## src/rtl/uart_receive.sv

```systemverilog
`default_nettype none
// ============================================================================
//  Module   : uart_receive
//  Purpose  : 8N1 UART receiver. Synchronises the asynchronous serial line,
//             recovers start/data/stop framing at BAUD_DIVIDE+1 clocks per
//             bit and queues good bytes in a small circular FIFO. Framing
//             errors and FIFO overruns are reported through sticky flags.
//  Ports    : clk           - single clock
//             reset_n       - asynchronous assert, active-low reset
//             uart_rx       - serial input, idle high, asynchronous to clk
//             rx_char       - FIFO head byte (8'h00 when empty)
//             rx_char_valid - FIFO not empty
//             rx_read       - pop the FIFO head (ignored when empty)
//             frame_error   - sticky: a stop bit was sampled low
//             overrun       - sticky: a good byte was dropped, FIFO full
//             clear_errors  - clears both sticky flags
//  Revision : 1.0 - initial release
// ============================================================================
module uart_receive #(
    parameter int BAUD_DIVIDE = 1,
    parameter int FIFO_DEPTH  = 8
) (
    input  logic       clk,
    input  logic       reset_n,
    input  logic       uart_rx,
    output logic [7:0] rx_char,
    output logic       rx_char_valid,
    input  logic       rx_read,
    output logic       frame_error,
    output logic       overrun,
    input  logic       clear_errors
);

    localparam int c_TW = (BAUD_DIVIDE > 1) ? $clog2(BAUD_DIVIDE + 1) : 1;
    localparam int c_AW = $clog2(FIFO_DEPTH);
    localparam int c_CW = c_AW + 1;

    localparam logic [c_TW-1:0] c_BIT_RELOAD  = c_TW'(BAUD_DIVIDE);
    localparam logic [c_TW-1:0] c_HALF_RELOAD = c_TW'(BAUD_DIVIDE / 2);
    localparam logic [c_TW-1:0] c_TIMER_ONE   = c_TW'(1);
    localparam logic [c_AW-1:0] c_PTR_ONE     = c_AW'(1);
    localparam logic [c_CW-1:0] c_CNT_ONE     = c_CW'(1);
    localparam logic [c_CW-1:0] c_FULL_COUNT  = c_CW'(FIFO_DEPTH);

    localparam logic [2:0] c_ST_IDLE  = 3'd0;
    localparam logic [2:0] c_ST_START = 3'd1;
    localparam logic [2:0] c_ST_DATA  = 3'd2;
    localparam logic [2:0] c_ST_STOP  = 3'd3;
    localparam logic [2:0] c_ST_BREAK = 3'd4;

    // ------------------------------------------------------------------
    // Two-flop synchroniser; both stages reset to the idle (high) level
    // ------------------------------------------------------------------
    logic r_rx_meta;
    logic r_rx_s;

    always_ff @(posedge clk or negedge reset_n) begin
        if (!reset_n) begin
            r_rx_meta <= 1'b1;
            r_rx_s    <= 1'b1;
        end else begin
            r_rx_meta <= uart_rx;
            r_rx_s    <= r_rx_meta;
        end
    end

    // ------------------------------------------------------------------
    // Frame recovery FSM
    // ------------------------------------------------------------------
    logic [2:0]      r_state;
    logic [2:0]      w_state_nxt;
    logic [c_TW-1:0] r_timer;
    logic [c_TW-1:0] w_timer_nxt;
    logic [2:0]      r_bit_cnt;
    logic [2:0]      w_bit_cnt_nxt;
    logic [7:0]      r_shift;
    logic [7:0]      w_shift_nxt;
    logic            w_sample;
    logic            w_push_req;
    logic            w_ferr_set;

    assign w_sample = (r_timer == '0);

    always_comb begin
        w_state_nxt   = r_state;
        w_timer_nxt   = r_timer;
        w_bit_cnt_nxt = r_bit_cnt;
        w_shift_nxt   = r_shift;
        w_push_req    = 1'b0;
        w_ferr_set    = 1'b0;

        // The bit timer free-runs only while a frame is in progress
        if ((r_state == c_ST_START) || (r_state == c_ST_DATA) || (r_state == c_ST_STOP)) begin
            w_timer_nxt = w_sample ? c_BIT_RELOAD : (r_timer - c_TIMER_ONE);
        end

        case (r_state)
            c_ST_IDLE: begin
                // Half-bit load centres every following sample in its bit
                if (!r_rx_s) begin
                    w_timer_nxt = c_HALF_RELOAD;
                    w_state_nxt = c_ST_START;
                end
            end
            c_ST_START: begin
                if (w_sample) begin
                    if (!r_rx_s) begin
                        w_state_nxt   = c_ST_DATA;
                        w_bit_cnt_nxt = 3'd0;
                    end else begin
                        w_state_nxt   = c_ST_IDLE;
                    end
                end
            end
            c_ST_DATA: begin
                if (w_sample) begin
                    w_shift_nxt = {r_rx_s, r_shift[7:1]};
                    if (r_bit_cnt == 3'd7) begin
                        w_state_nxt = c_ST_STOP;
                    end else begin
                        w_bit_cnt_nxt = r_bit_cnt + 3'd1;
                    end
                end
            end
            c_ST_STOP: begin
                if (w_sample) begin
                    w_push_req  = r_rx_s;
                    w_ferr_set  = ~r_rx_s;
                    w_state_nxt = r_rx_s ? c_ST_IDLE : c_ST_BREAK;
                end
            end
            c_ST_BREAK: begin
                // A held-low line must return high before a new frame is armed
                if (r_rx_s) begin
                    w_state_nxt = c_ST_IDLE;
                end
            end
            default: begin
                w_state_nxt = c_ST_IDLE;
            end
        endcase
    end

    always_ff @(posedge clk or negedge reset_n) begin
        if (!reset_n) begin
            r_state   <= c_ST_IDLE;
            r_timer   <= '0;
            r_bit_cnt <= 3'd0;
            r_shift   <= 8'h00;
        end else begin
            r_state   <= w_state_nxt;
            r_timer   <= w_timer_nxt;
            r_bit_cnt <= w_bit_cnt_nxt;
            r_shift   <= w_shift_nxt;
        end
    end

    // ------------------------------------------------------------------
    // Receive FIFO
    // ------------------------------------------------------------------
    logic [7:0]      r_mem [FIFO_DEPTH];
    logic [c_AW-1:0] r_wr_ptr;
    logic [c_AW-1:0] r_rd_ptr;
    logic [c_CW-1:0] r_count;
    logic            w_empty;
    logic            w_full;
    logic            w_pop;
    logic            w_push;
    logic            w_ovr_set;

    assign w_empty   = (r_count == '0);
    assign w_full    = (r_count == c_FULL_COUNT);
    assign w_pop     = rx_read & ~w_empty;
    // A simultaneous pop frees the slot, so a push into a full FIFO still lands
    assign w_push    = w_push_req & (~w_full | w_pop);
    assign w_ovr_set = w_push_req & w_full & ~w_pop;

    always_ff @(posedge clk) begin
        if (w_push) begin
            r_mem[r_wr_ptr] <= r_shift;
        end
    end

    always_ff @(posedge clk or negedge reset_n) begin
        if (!reset_n) begin
            r_wr_ptr <= '0;
            r_rd_ptr <= '0;
            r_count  <= '0;
        end else begin
            if (w_push) begin
                r_wr_ptr <= r_wr_ptr + c_PTR_ONE;
            end
            if (w_pop) begin
                r_rd_ptr <= r_rd_ptr + c_PTR_ONE;
            end
            case ({w_push, w_pop})
                2'b10:   r_count <= r_count + c_CNT_ONE;
                2'b01:   r_count <= r_count - c_CNT_ONE;
                default: r_count <= r_count;
            endcase
        end
    end

    assign rx_char_valid = ~w_empty;
    assign rx_char       = w_empty ? 8'h00 : r_mem[r_rd_ptr];

    // ------------------------------------------------------------------
    // Sticky error flags: a set in the same cycle beats a clear
    // ------------------------------------------------------------------
    logic r_frame_error;
    logic r_overrun;

    always_ff @(posedge clk or negedge reset_n) begin
        if (!reset_n) begin
            r_frame_error <= 1'b0;
            r_overrun     <= 1'b0;
        end else begin
            if (w_ferr_set) begin
                r_frame_error <= 1'b1;
            end else if (clear_errors) begin
                r_frame_error <= 1'b0;
            end
            if (w_ovr_set) begin
                r_overrun <= 1'b1;
            end else if (clear_errors) begin
                r_overrun <= 1'b0;
            end
        end
    end

    assign frame_error = r_frame_error;
    assign overrun     = r_overrun;

endmodule
`default_nettype wire

```

## config.mk

```make
export PLATFORM = sky130hd
export DESIGN_NAME = uart_receive
export DESIGN_NICKNAME = d
export VERILOG_FILES = /design/src/rtl/uart_receive.sv
export SDC_FILE = /design/constraint.sdc
export NUM_CORES = 1
export LEC_CHECK = 0
export BUFFER_PORTS_ARGS = -buffer_cell sky130_fd_sc_hd__clkbuf_2
export CORE_AREA = 2 2 117 119
export CTS_BUF_LIST = sky130_fd_sc_hd__clkbuf_16
export CTS_CLUSTER_SIZE = 8
export DETAILED_ROUTE_END_ITERATION = 12
export DIE_AREA = 0 0 119 121
export GPL_TIMING_DRIVEN = 0
export PLACE_DENSITY = 0.42
export SYNTH_ARGS = -nofsm -noshare
export SYNTH_HDL_FRONTEND = slang
export SYNTH_SLANG_ARGS = --single-unit
```

## constraint.sdc

```tcl
create_clock -name clk -period 3.7 [get_ports clk]
set_input_delay 0.37 -clock clk [delete_from_list [all_inputs] [get_ports clk]]
set_output_delay 0.37 -clock clk [all_outputs]
set_load 0.1 [all_outputs]
```

---- Word level (Yosys, flattened, before mapping) ----
Memory sizes are Yosys's and may differ from the RTL's.
Cells that the tools add are included.
word-level totals
  bits in registers ....................... 29
  memory bits (writable) .................. 64
  output and inout port bits .............. 11
  logic and storage cells ................. 84
  memories kept ........................... 1
cells by class
  add/subtract/negate cells ............... 6
  eq/ne operators ......................... 16
  muxes and demuxes ....................... 29
  bitwise gates (word level) .............. 10
  reductions and logical operators ........ 11
memory list
  memory  depth  width  rd ports  clocked after Yosys merged registers in  wr ports  line  source
  r_mem   8      8      1         0                                        1         161   logic [7:0] r_mem [FIFO_DEPTH];
operator list
  operator                                                            number
  3-bit two-way mux                                                   11
  3-bit one-hot mux with 5 select lines                               1
  2-bit != test, second input constant                                7
  1-bit two-way mux                                                   13
  3-bit by 1-bit adder with 3-bit output, second input constant       3
  8-bit two-way mux                                                   1
  4-bit one-hot mux with 2 select lines                               1
  2-bit nonzero test                                                  4
  3-bit by 2-bit == test with 1-bit output, second input constant     2
  3-bit == test, second input constant                                2
  3-bit one-hot mux with 2 select lines                               1
  6-bit AND reduction                                                 1
  1-bit NOT                                                           5
  5-bit AND reduction                                                 1
  4-bit by 1-bit adder with 4-bit output, second input constant       1
  1-bit AND                                                           4
  4-bit == test, second input constant                                1
  4-bit zero test                                                     1
  4-bit by 1-bit subtractor with 4-bit output, second input constant  1
  3-bit by 1-bit == test with 1-bit output, second input constant     1
  3-bit zero test                                                     1
  2-bit by 1-bit == test with 1-bit output, second input constant     1
  2-bit == test, second input constant                                1
  1-bit logical OR                                                    2
  other kinds (5)                                                     5

---- Longest topological paths before layout ----
Gate-level depths: netlist of run 1.
  depth in word-level cells ............... 7
  gate-level depth with buffers ........... 8

---- Worst setup path after synthesis of run 1 ----
OpenSTA, ideal clock, no wires.
  path type ............................... register to output
  start point ............................. reg r_rd_ptr[1]
  end point ............................... out rx_char[3]
  data arrival time ....................... 2.423 ns
  setup slack ............................. 0.907 ns
  cell stages (with the launch flop) ...... 6
  cells stage by stage .................... dfrtp_1 -> clkbuf_2 -> buf_1 -> mux4_2 -> mux2i_1 -> nor2_1
on the way
  cells in the longest elaborated chain, start to end .. 2
ends and longest elaborated chain
  item                    line  source
  from (decl)             163   logic [c_AW-1:0] r_rd_ptr;
  from (signal assigned)  194   r_rd_ptr <= r_rd_ptr + c_PTR_ONE;
  memory read 8 x 8 bit   --
  8-bit two-way mux       205   assign rx_char = w_empty ? 8'h00 : r_mem[r_rd_ptr];
  to (decl)               26    output logic [7:0] rx_char,
No other way between the ends.

---- Worst setup path after layout of run 1 ----
  start point ............................. reg r_rd_ptr[1]
  end point ............................... out rx_char[5]
Same word-level chain as after synthesis.

==> impl_results.md, run 1 <==
- Status: complete, no violations
- Post-CTS sizing: 0
- Total CTS buffers: 9
- Ys Warns: 0
- DR top layer: met4
- WL final: about 7400 um
- Place WS: between 0.8 and 0.9 ns
- Register-to-Register Setup Slack: between 0.8 and 0.9 ns
- Worst slew margin: between 30% and 40%
- Initial DRC count: approximately 180
- Post-synthesis register bit count: slightly above 90
- Post-Syn Area: just under 4000 um^2
- CTS tree: built
- Max_cap viols: 0
- Hold Fails Final Rpt: 0
- Crit Path Max Fanout: 10
- H-tree depth: 3
- Clk buf depth: 2
- Yosys top cell area share: 49.6%
- Proportion of layout cells with a drive suffix above 1: roughly a third
- Vias: slightly below 2000
- Skew final: 0.00679 ns
- Die ar.: about 14000 um^2
- Vias per cell: 4.56
- Setup crit start kind: flop
- Worst-margin pin slew: between 0.9 and 1 ns
- Main area contributors after synthesis: edfxtp_1 50%, dfrtp_1 17%, mux4_2 9.3%
- Syn nets: 232
- Worst min path class: input port to async pin
- Initial antenna violation count: 0
- Avg WL per Cell: approximately 17 um
- Die width: roughly 120 um
- Vias in the first global route: 1987
- Root Buffer: clkbuf_16
- Die height: approximately 120 um
- Max Clk Rate: roughly 0.35 GHz
- Clock latency on the worst-skew pair: 0.34 ns
- Post-route ant nets: 0
- Post-synthesis sequential area ratio: approximately two thirds
- Commonest non-fill, non-tap cells in the layout: 64 x edfxtp_1, 27 x dfrtp_1, 17 x nor2_1, 16 x clkbuf_2, 16 x mux4_2
- Final Core Density: about a third
- Clock-pin slew on the worst setup and hold paths: roughly 0.06 ns
- Post-synth top area cell: edfxtp_1
- Rows: between 40 and 50
- Antenna diodes: 0
- Core area: 13100 um^2
- Crit path time final: ~2.9 ns
- Global Route Usage Sum: between 10 and 15%
- CTS sink count: 93
- Setup bufs post-CTS: 0
- Routability cong.: just over 0.7
- Post-synthesis average cell area: 17.4 um^2
- Endpoint class of the critical path: output port
- Metal3 WL: about 200 um
- GRT overflow: 0
- Ratio of final minimum period to clock period: 77.7%
- Slew Limit Fails: 0
- Initial core utilization: between 20% and 30%
- Post-CTS Hold Buffers: 0
- Drt pass-1 iters: 4
- Unique masters post-synth: between 40 and 50
- Met2 WL: 3490 um
- Setup TNS: 0 ns
- Most common cell after layout, fill and taps aside: edfxtp_1
- # DRC: 0
- Final nets: 260
- # setup viols final: 0
- Cells after synthesis: about 220
- Setup ws final: a little over 0.8 ns
- RSZ-0062 raised after global routing: no
- HPWL Detailed: about 5000 um
- IO buf count: 15
- CP required: 3.33 ns
- Io pins: 16
- WP data arrival: 2.50 ns
- Worst Path Class, Setup: flop to output port
- Largest net degree at the start of global routing: 30
- First-pass GRT wire length: between 10000 and 15000 um
- Area Overhead vs Synth: 17.6%
- M1 WL: between 3000 and 4000 um
-- critical path, stage by stage (launching register included) --
cell and delay, ns:
dfrtp_1 0.34, clkbuf_2 0.25, buf_1 0.54, mux4_2 0.44, mux2i_1 0.15, nor2_1 0.05, clkbuf_2 0.39
-- layout make-up --
cell class / count / area, um^2
well taps: 176 / 220
fillers: 1264 / 8530
clock inverters: 7 / 115
flip-flops and latches: 93 / 2650
repair buffers: 17 / 93.8
plain buffers: 10 / 57.6
inverters: 6 / 22.5
clock buffers: 9 / 225
multi-input cells: 113 / 1170
-- final timing paths --
path,from,to,depth (start not counted)
setup / recovery,r_rd_ptr[1],rx_char[5],6
hold / removal,reset_n,r_count[3],1
setup reg to reg,r_rx_s,r_mem[0][7],6
hold reg to reg,r_rx_meta,r_rx_s,0
max in group asynchronous,reset_n,r_shift[2],1
min in group clk,uart_rx,r_rx_meta,1
-- per-stage QoR --
| stage | hold WS [ns] | std cells | cell area [um^2] |
|---|---|---|---|
| after detailed placement | 0.348 | 415 | 4210 |
| after floorplan | 0.0744 | 222 | 3870 |
| after CTS | 0.0922 | 431 | 4550 |
| after global routing | 0.0996 | 431 | 4550 |
| final | 0.102 | 431 | 4550 |
| after global placement | 0.347 | 413 | 4170 |
-- Yosys cell counts --
master / number
mux4_2: 16
xor2_1: 2
nand2_1: 3
nand2b_1: 3
o41ai_4: 1
buf_1: 1
a22o_1: 3
buf_4: 2
nor4_4: 1
xnor2_1: 5
nor3_1: 7
and3_1: 1
dfrtp_1: 27
dfstp_2: 2
buf_2: 3
nor2b_1: 2
clkbuf_1: 2
nor3b_4: 1
and2b_1: 1
mux2i_1: 11
nand3_1: 1
or2_2: 1
nand4bb_2: 1
or2_1: 1
a32o_1: 1
buf_6: 1
a211oi_4: 1
o21ai_0: 2
mux2_2: 11
and4bb_2: 1
nor4_1: 1
ha_1: 5
o22ai_1: 2
a2111oi_1: 1
a31oi_1: 1
nor2_1: 17
a21oi_1: 6
or3_2: 1
clkbuf_2: 1
a311oi_1: 1
inv_1: 6
edfxtp_1: 64
nor3b_1: 1
-- registers in the layout, summed over array words and instances (netlist names) --
name and flops:
r_rd_ptr 3, r_rx_s 1, r_mem 64, r_count 4, r_rx_meta 1, r_bit_cnt 3, r_wr_ptr 3, r_state 3
frame_error 1, r_timer 1, overrun 1, r_shift 8
-- layer usage --
metal	vias to the layer above	GRT usage (%)
met2	28	16.9
met1	1009	15.4
met3	13	2.54
met4	0	6.03
met5	-	0
li1	917	-
-- cells by family (layout without fill, tap and decap cells) --
logic type	count (synthesis)	after routing	share of synthesized area (%)
compound gates	19	19	4.17
xor+xnor	7	7	1.58
fa+ha+maj	5	5	1.62
buf+inv	16	49	2.07
flops	93	93	68.4
mux	38	38	15.3
simple gates	44	44	6.79
Power of run 1 is left out: the tool's default activity adds up to more than one toggle a clock period on the data nets, which glitch-free logic cannot reach.
==> run 2, diff against run 1 <==
- ABC_AREA: default -> 1
- CORE_AREA: 2 2 117 119 -> 2 2 118 120
- DIE_AREA: 0 0 119 121 -> 0 0 120 122
- PLACE_DENSITY: 0.42 -> 0.44
- clock period: 3.7 -> 2.5 ns (I/O delays scaled with it)
==> run 2 against run 1 <==
  * First-iteration DRC count shrank 2.3%
  * Hold slack improved by 0.036 ns
  * Critical path depth is the same
  * Count of clock-buffer cells in the layout unchanged
  * Via count grew 30%
  * Final cell count up 30%
  * Largest cell class unchanged
  * Highest routed layer unchanged
==> impl_results.md, run 2 <==
- Ys flop type: edfxtp_1
- Slew Limit Fails: 0 (unchanged)
- Vias: 2560 (+30%)
- WP data arrival: 2.11 ns (-0.39 ns)
- Largest register FFs: 64 (unchanged)
- Unique masters post-synth: 32 (-26%)
- Max Clk Rate: between 0.4 and 0.5 GHz
- Post-synthesis register bit count: 93 (unchanged)
- Cells after synthesis: 350 (+58%)
- Antenna diodes: 0 (unchanged)
- Drt pass-1 iters: 4 (unchanged)
- Final Core Density: 34.9% (+0.11 points)
- Status: complete, no violations
- Initial antenna violation count: 0 (unchanged)
- Crit path time final: between 2 and 2.5 ns
- Final cell count without fillers: 562 (+30%)
- Die height: 122 um (+0.83%)
- Routability cong.: 0.734 (+3.6%)
- HPWL Detailed: 5690 um (+15%)
- Met1 Usage GRT: 17.2% (+1.9 points)
- RSZ-0062 raised after global routing: no
- Clk buf depth: 2 (unchanged)
- Place WS: -0.322 ns (-1.15 ns)
- Die ar.: 14600 um^2 (+1.7%)
- Worst slew margin: 42.1% (+8.2 points)
- Commonest non-fill, non-tap cells in the layout: 64 x edfxtp_1, 63 x nor2_1, 50 x o21ai_0, 36 x nand2_1, 26 x dfrtp_1
- Largest net degree at the start of global routing: 30 (unchanged)
- Total CTS buffers: 9 (unchanged)
- Worst-margin pin slew: 0.864 ns (-0.124 ns)
- Main area contributors after synthesis: edfxtp_1 49%, dfrtp_1 17%, o21ai_0 6.6%
- Vias in the first global route: 2529 (+27%)
- Setup ws final: 0.138 ns (-0.687 ns)
- Setup bufs post-CTS: 0 (unchanged)
- Initial core utilization: 29.0% (-0.55 points)
- Cell total after placement: 545 (+31%)
- Crit Path Max Fanout: 10 (unchanged)
- Setup crit start kind: flop
- Largest register by flop count: r_mem
- Yosys top cell area share: 49.0% (-0.63 points)
- Met2 usage in global routing: 20.1% (+3.2 points)
- Area Overhead vs Synth: 20.2%
- Ratio of final minimum period to clock period: 94.5%
- Die width: 120 um (+0.84%)
- # DRC: 0 (unchanged)
- Post-synth top area cell: edfxtp_1
- Filler instances: 1346 (+6.5%)
- Clock latency on the worst-skew pair: 0.34 ns (about the same)
- First-pass GRT wire length: 13900 um (+18%)
- Reg area: 2650 um^2 (about the same)
- Endpoint class of the critical path: output port
- Core area: 13500 um^2 (+3.2%)
- H-tree depth: 3 (unchanged)
- Post-route ant nets: 0 (unchanged)
- Biggest registers after layout: r_mem (64), r_shift (8), r_count (4)
- Hold Fails Final Rpt: 0 (unchanged)
- CTS sink count: 93 (unchanged)
- CTS tree: built
- Clock-pin slew on the worst setup and hold paths: 0.06 ns (about the same)
- CP required: 2.25 ns (-1.08 ns)
- Met3 Usage GRT: 3.51% (+0.97 points)
- Io pins: 16 (unchanged)
- Avg WL per Cell: 15.4 um (-10%)
- Ys Warns: 0 (unchanged)
- GRT overflow: 0 (unchanged)
- Max_cap viols: 0 (unchanged)
- Root Buffer: clkbuf_16
- Number of flops mapped to enable cells by yosys: 64 (unchanged)
- WL final: 8650 um (+17%)
- Initial DRC count: 173 (-2.3%)
- Syn nets: 360 (+55%)
- Proportion of layout cells with a drive suffix above 1: 18.8% (-13 points)
- Post-Syn Area: 3920 um^2 (+1.3%)
- Global routing's busiest layer: met2
- Post-synthesis sequential area ratio: 67.6% (-0.87 points)
- Final nets: 388 (+49%)
- Footprint of the multi-input gates: 1270 um^2 (+8.9%)
- Rows: 43 (+2.4%)
- Most common cell after layout, fill and taps aside: edfxtp_1
- Vias per cell: 4.56 (-0.19%)
- Post-synthesis average cell area: 11.2 um^2 (-36%)
- Skew final: 0.00952 ns (+0.00272 ns)
- IO buf count: 15 (unchanged)
- Async set-reset flop share out of synthesis: 31.2% (unchanged)
- # setup viols final: 0 (unchanged)
- Worst min path class: input port to flop
- Global Route Usage Sum: 12.9% (+1.5 points)
- Post-synth top cells: 64 x edfxtp_1, 64 x nor2_1, 52 x o21ai_0, 36 x nand2_1, 27 x dfrtp_1
- Worst Path Class, Setup: flop to output port
-- run 2: cell types whose count changed after synthesis, sizes merged, moves of 4 or more --
cell and change:
o21ai +52, nor2 +50, nand2 +37, inv +20, mux4 -16, mux2i -11, mux2 -10, nand3 +10
a31oi +7, o22ai +6, clkbuf +4, xnor2 -4
-- run 2: repair_timing --
action                     in CTS  in global routing
hold buffers                    2                  0
hold endpoints to repair       28                  0
setup endpoints to repair      16                 16
gates resized for setup        21                 13
-- run 2: metrics by stage --
| stage | hold WS (ns) | area, um^2 | TNS, ns |
|---|---|---|---|
| 2_1_floorplan | -0.0456 | 4040 | 0 |
| 3_3_place_gp | 0.341 | 4340 | -4.68 |
| 3_5_place_dp | 0.340 | 4350 | -1.21 |
| 4_1_cts | 0.130 | 4690 | 0 |
| 5_1_grt | 0.150 | 4710 | 0 |
| 6_report | 0.137 | 4710 | 0 |
-- run 2: final timing paths --
| check | start | to | slack (ns) | cells past startpoint |
|---|---|---|---|---|
| max | r_rd_ptr[0] | rx_char[7] | 0.14 | 6 |
| min | clear_errors | overrun | 0.14 | 2 |
| max reg2reg | r_rx_s | r_mem[6][5] | 0.19 | 7 |
| min reg2reg | r_rx_meta | r_rx_s | 0.36 | 0 |
| max in group asynchronous | reset_n | r_rd_ptr[1] | 1.48 | 2 |
| min in group asynchronous | reset_n | r_count[1] | 0.50 | 2 |
-- run 2: kinds of logic after synthesis --
logic type | share of synthesized area, %
xor gates and xnor gates | 1.34
muxes | 0.287
DFF | 67.6
and+or+nand+nor | 14.7
buffers and inverters | 3.67
AOI/OAI and AO/OA | 10.9
adders and majority gates | 1.59
-- run 2: layer usage --
| layer | up-vias | wire [um] |
|---|---|---|
| li1 | 1276 | - |
| met1 | 1238 | 4140 |
| met2 | 42 | 4110 |
| met3 | 4 | 338 |
| met4 | 0 | 59 |
| met5 | - | 0 |
-- run 2: worst max-delay path, stage by stage (launching register included) --
cell      delay (ns)
dfrtp_1         0.50
clkbuf_2        0.30
o21ai_0         0.12
o22ai_1         0.24
o21ai_0         0.17
a31oi_4         0.18
clkbuf_8        0.26
-- run 2: cell type report --
cell class	instances	share of cell area (%)
multi-input cells	220	27.0
plain buffers	11	1.27
clock inverters	6	0.664
clock buffers	9	4.78
flip-flops and latches	93	56.3
well taps	180	4.78
inverters	26	2.07
repair buffers	17	3.19
Power of run 2 is left out for the same reason.
==> run 3, diff against run 2 <==
- ABC_AREA: 1 -> default
- CORE_AREA: 2 2 118 120 -> 2 2 117 119
- DIE_AREA: 0 0 120 122 -> 0 0 119 121
==> run 3 against run 2 <==
  * Sequential share of layout area down 0.65 points
  * Core utilization up 1.5 points
  * Final cell count down 21%
  * Flip-flop and latch count unchanged
  * Clock skew up 0.0019 ns
  * Register-to-register slack about the same
==> impl_results.md, run 3 (same netlist as run 1, synthesis figures left out) <==
- Status: complete, no violations
- Vias in the first global route: 2066 (-18%)
- Commonest non-fill, non-tap cells in the layout: 64 x edfxtp_1, 27 x dfrtp_1, 16 x buf_4, 16 x mux4_2, 11 x mux2_2
- Crit Path Max Fanout: 10 (unchanged)
- Setup crit start kind: flop
- Seq pwr share: between 30% and 40%
- GRT overflow: 0 (unchanged)
- Final cell count without fillers: 442 (-21%)
- Initial core utilization: 29.6% (+0.55 points)
- Rows: 42 (-2.3%)
- Die ar.: 14400 um^2 (-1.6%)
- Initial antenna violation count: 0 (unchanged)
- Total CTS buffers: 9 (unchanged)
- Ratio of final minimum period to clock period: 94.9% (+0.44 points)
- Max Clk Rate: 0.421 GHz (-0.46%)
- Pleak: about 1.7 nW
- Biggest registers after layout: r_mem (64), r_shift (8), r_count (4)
- Core area: 13100 um^2 (-3.1%)
- Endpoint class of the critical path: output port
- Proportion of layout cells with a drive suffix above 1: 39.8% (+21 points)
- Post-route ant nets: 0 (unchanged)
- CTS sink count: 93 (unchanged)
- Power, Total: approximately 6.5 mW
- Most common cell after layout, fill and taps aside: edfxtp_1
- Clock power frac: between 20% and 30%
- Skew final: 0.0114 ns (+0.00189 ns)
- Place WS: -0.717 ns (-0.395 ns)
- WP data arrival: 2.12 ns (about the same)
- Die width: 119 um (-0.83%)
- PD cells: ~1400 nW/um^2
- Initial DRC count: 149 (-14%)
- Filler instances: 1229 (-8.7%)
- Io pins: 16 (unchanged)
- First-pass GRT wire length: 12200 um (-13%)
- CP required: 2.25 ns (about the same)
- H-tree depth: 3 (unchanged)
- Global Route Usage Sum: 11.6% (-1.3 points)
- Psw: 2.68 mW
- Sw Ratio: 41.3%
- WL final: 7610 um (-12%)
- Largest register FFs: 64 (unchanged)
- Worst min path class: input port to flop
- Final nets: 271 (-30%)
- Setup ws final: 0.127 ns (-0.0109 ns)
- P_int: ~3.8 mW
- Worst-margin pin slew: 0.896 ns (+0.0318 ns)
- VDD IR-drop max: ~0.00047 V
- Clock latency on the worst-skew pair: 0.35 ns (about the same)
- Area Overhead vs Synth: 23.1%
- Worst slew margin: 40.3% (-1.8 points)
- Vias: 1991 (-22%)
- HPWL Detailed: 4980 um (-13%)
- Slew Limit Fails: 0 (unchanged)
- Avg WL per Cell: 17.2 um (+12%)
- Worst Path Class, Setup: flop to output port
- Largest net degree at the start of global routing: 30 (unchanged)
- Root Buffer: clkbuf_16
- Routability cong.: 0.706 (-3.8%)
- Max_cap viols: 0 (unchanged)
- Largest register by flop count: r_mem
- Drt pass-1 iters: 4 (unchanged)
- # DRC: 0 (unchanged)
- Antenna diodes: 0 (unchanged)
- Hold Fails Final Rpt: 0 (unchanged)
- Clock-pin slew on the worst setup and hold paths: 0.06 ns (about the same)
- Clk buf depth: 2 (unchanged)
- Vias per cell: 4.50 (-1.1%)
- # setup viols final: 0 (unchanged)
- Hold_ws: 0.182 ns (+0.0448 ns)
- IO buf count: 15 (unchanged)
- Die height: 121 um (-0.82%)
- Gate power share: between 40% and 50%
- Cell total after placement: 414 (-24%)
- CTS tree: built
- Crit path time final: 2.37 ns (+0.0109 ns)
==> run 3: layout make-up <==
type | count | area [um^2] | area share [%]
well taps | 176 | 220 | 4.62
plain buffers | 10 | 75.1 | 1.58
flip-flops and latches | 93 | 2650 | 55.6
clock inverters | 7 | 98.8 | 2.07
clock buffers | 9 | 225 | 4.73
repair buffers | 28 | 216 | 4.54
multi-input cells | 113 | 1260 | 26.4
inverters | 6 | 22.5 | 0.473
==> run 3: worst paths after layout <==
kind                        startpoint          end  slack (ns)  cells past startpoint
setup / recovery           r_rd_ptr[0]   rx_char[5]        0.13                      6
hold reg to reg              r_rx_meta       r_rx_s        0.36                      0
min in group asynchronous      reset_n   r_state[2]        0.51                      2
max in group asynchronous      reset_n   r_shift[4]        1.52                      2
setup reg to reg                r_rx_s  r_mem[4][5]        0.20                      6
hold / removal                 rx_read   r_count[3]        0.18                      2
==> run 3: critical path, cell delays in order, from the launching register on <==
cell and delay [ns]:
dfrtp_1 0.38, buf_6 0.18, buf_8 0.18, mux4_2 0.52, mux2i_2 0.22, nor2_2 0.06, clkbuf_8 0.22
==> run 3: power by group through the flow <==
stage	combinational [mW]	clock [mW]	sequential, mW
after floorplan	2.12	0	2.21
after global placement	2.55	0	2.26
after detailed placement	2.57	0	2.29
after CTS	2.75	1.50	2.27
after global routing	2.93	1.56	2.33
final	2.73	1.47	2.28
==> run 3: timing repair <==
action / 4_1_cts / 5_1_grt
endpoints found under the hold margin: 28 / 0
setup endpoints to repair: 71 / 44
gates resized for setup: 24 / 14
pin swaps: 4 / 3
hold buffers: 2 / 0
gates cloned: 0 / 0
setup buffers: 8 / 2
==> run 3: metal layers <==
metal	up-vias	GRT usage (%)	part of all wire (%)
met2	22	19.4	52
met4	0	4.91	2.0
met5	-	0	0
met3	10	2.68	2.4
li1	938	-	-
met1	1021	14.3	44
==> run 3: stage by stage <==
stage	TNS, ns	utilization (%)	instance area [um^2]
detailed placement	-22.93	32.1	4210
global route	-0.192	36.4	4770
CTS	-4.96	36.0	4710
global placement	-33.31	32.0	4190
finish	0	36.4	4770
floorplan	0	-	3890
(Power assumes the default switching activity.)
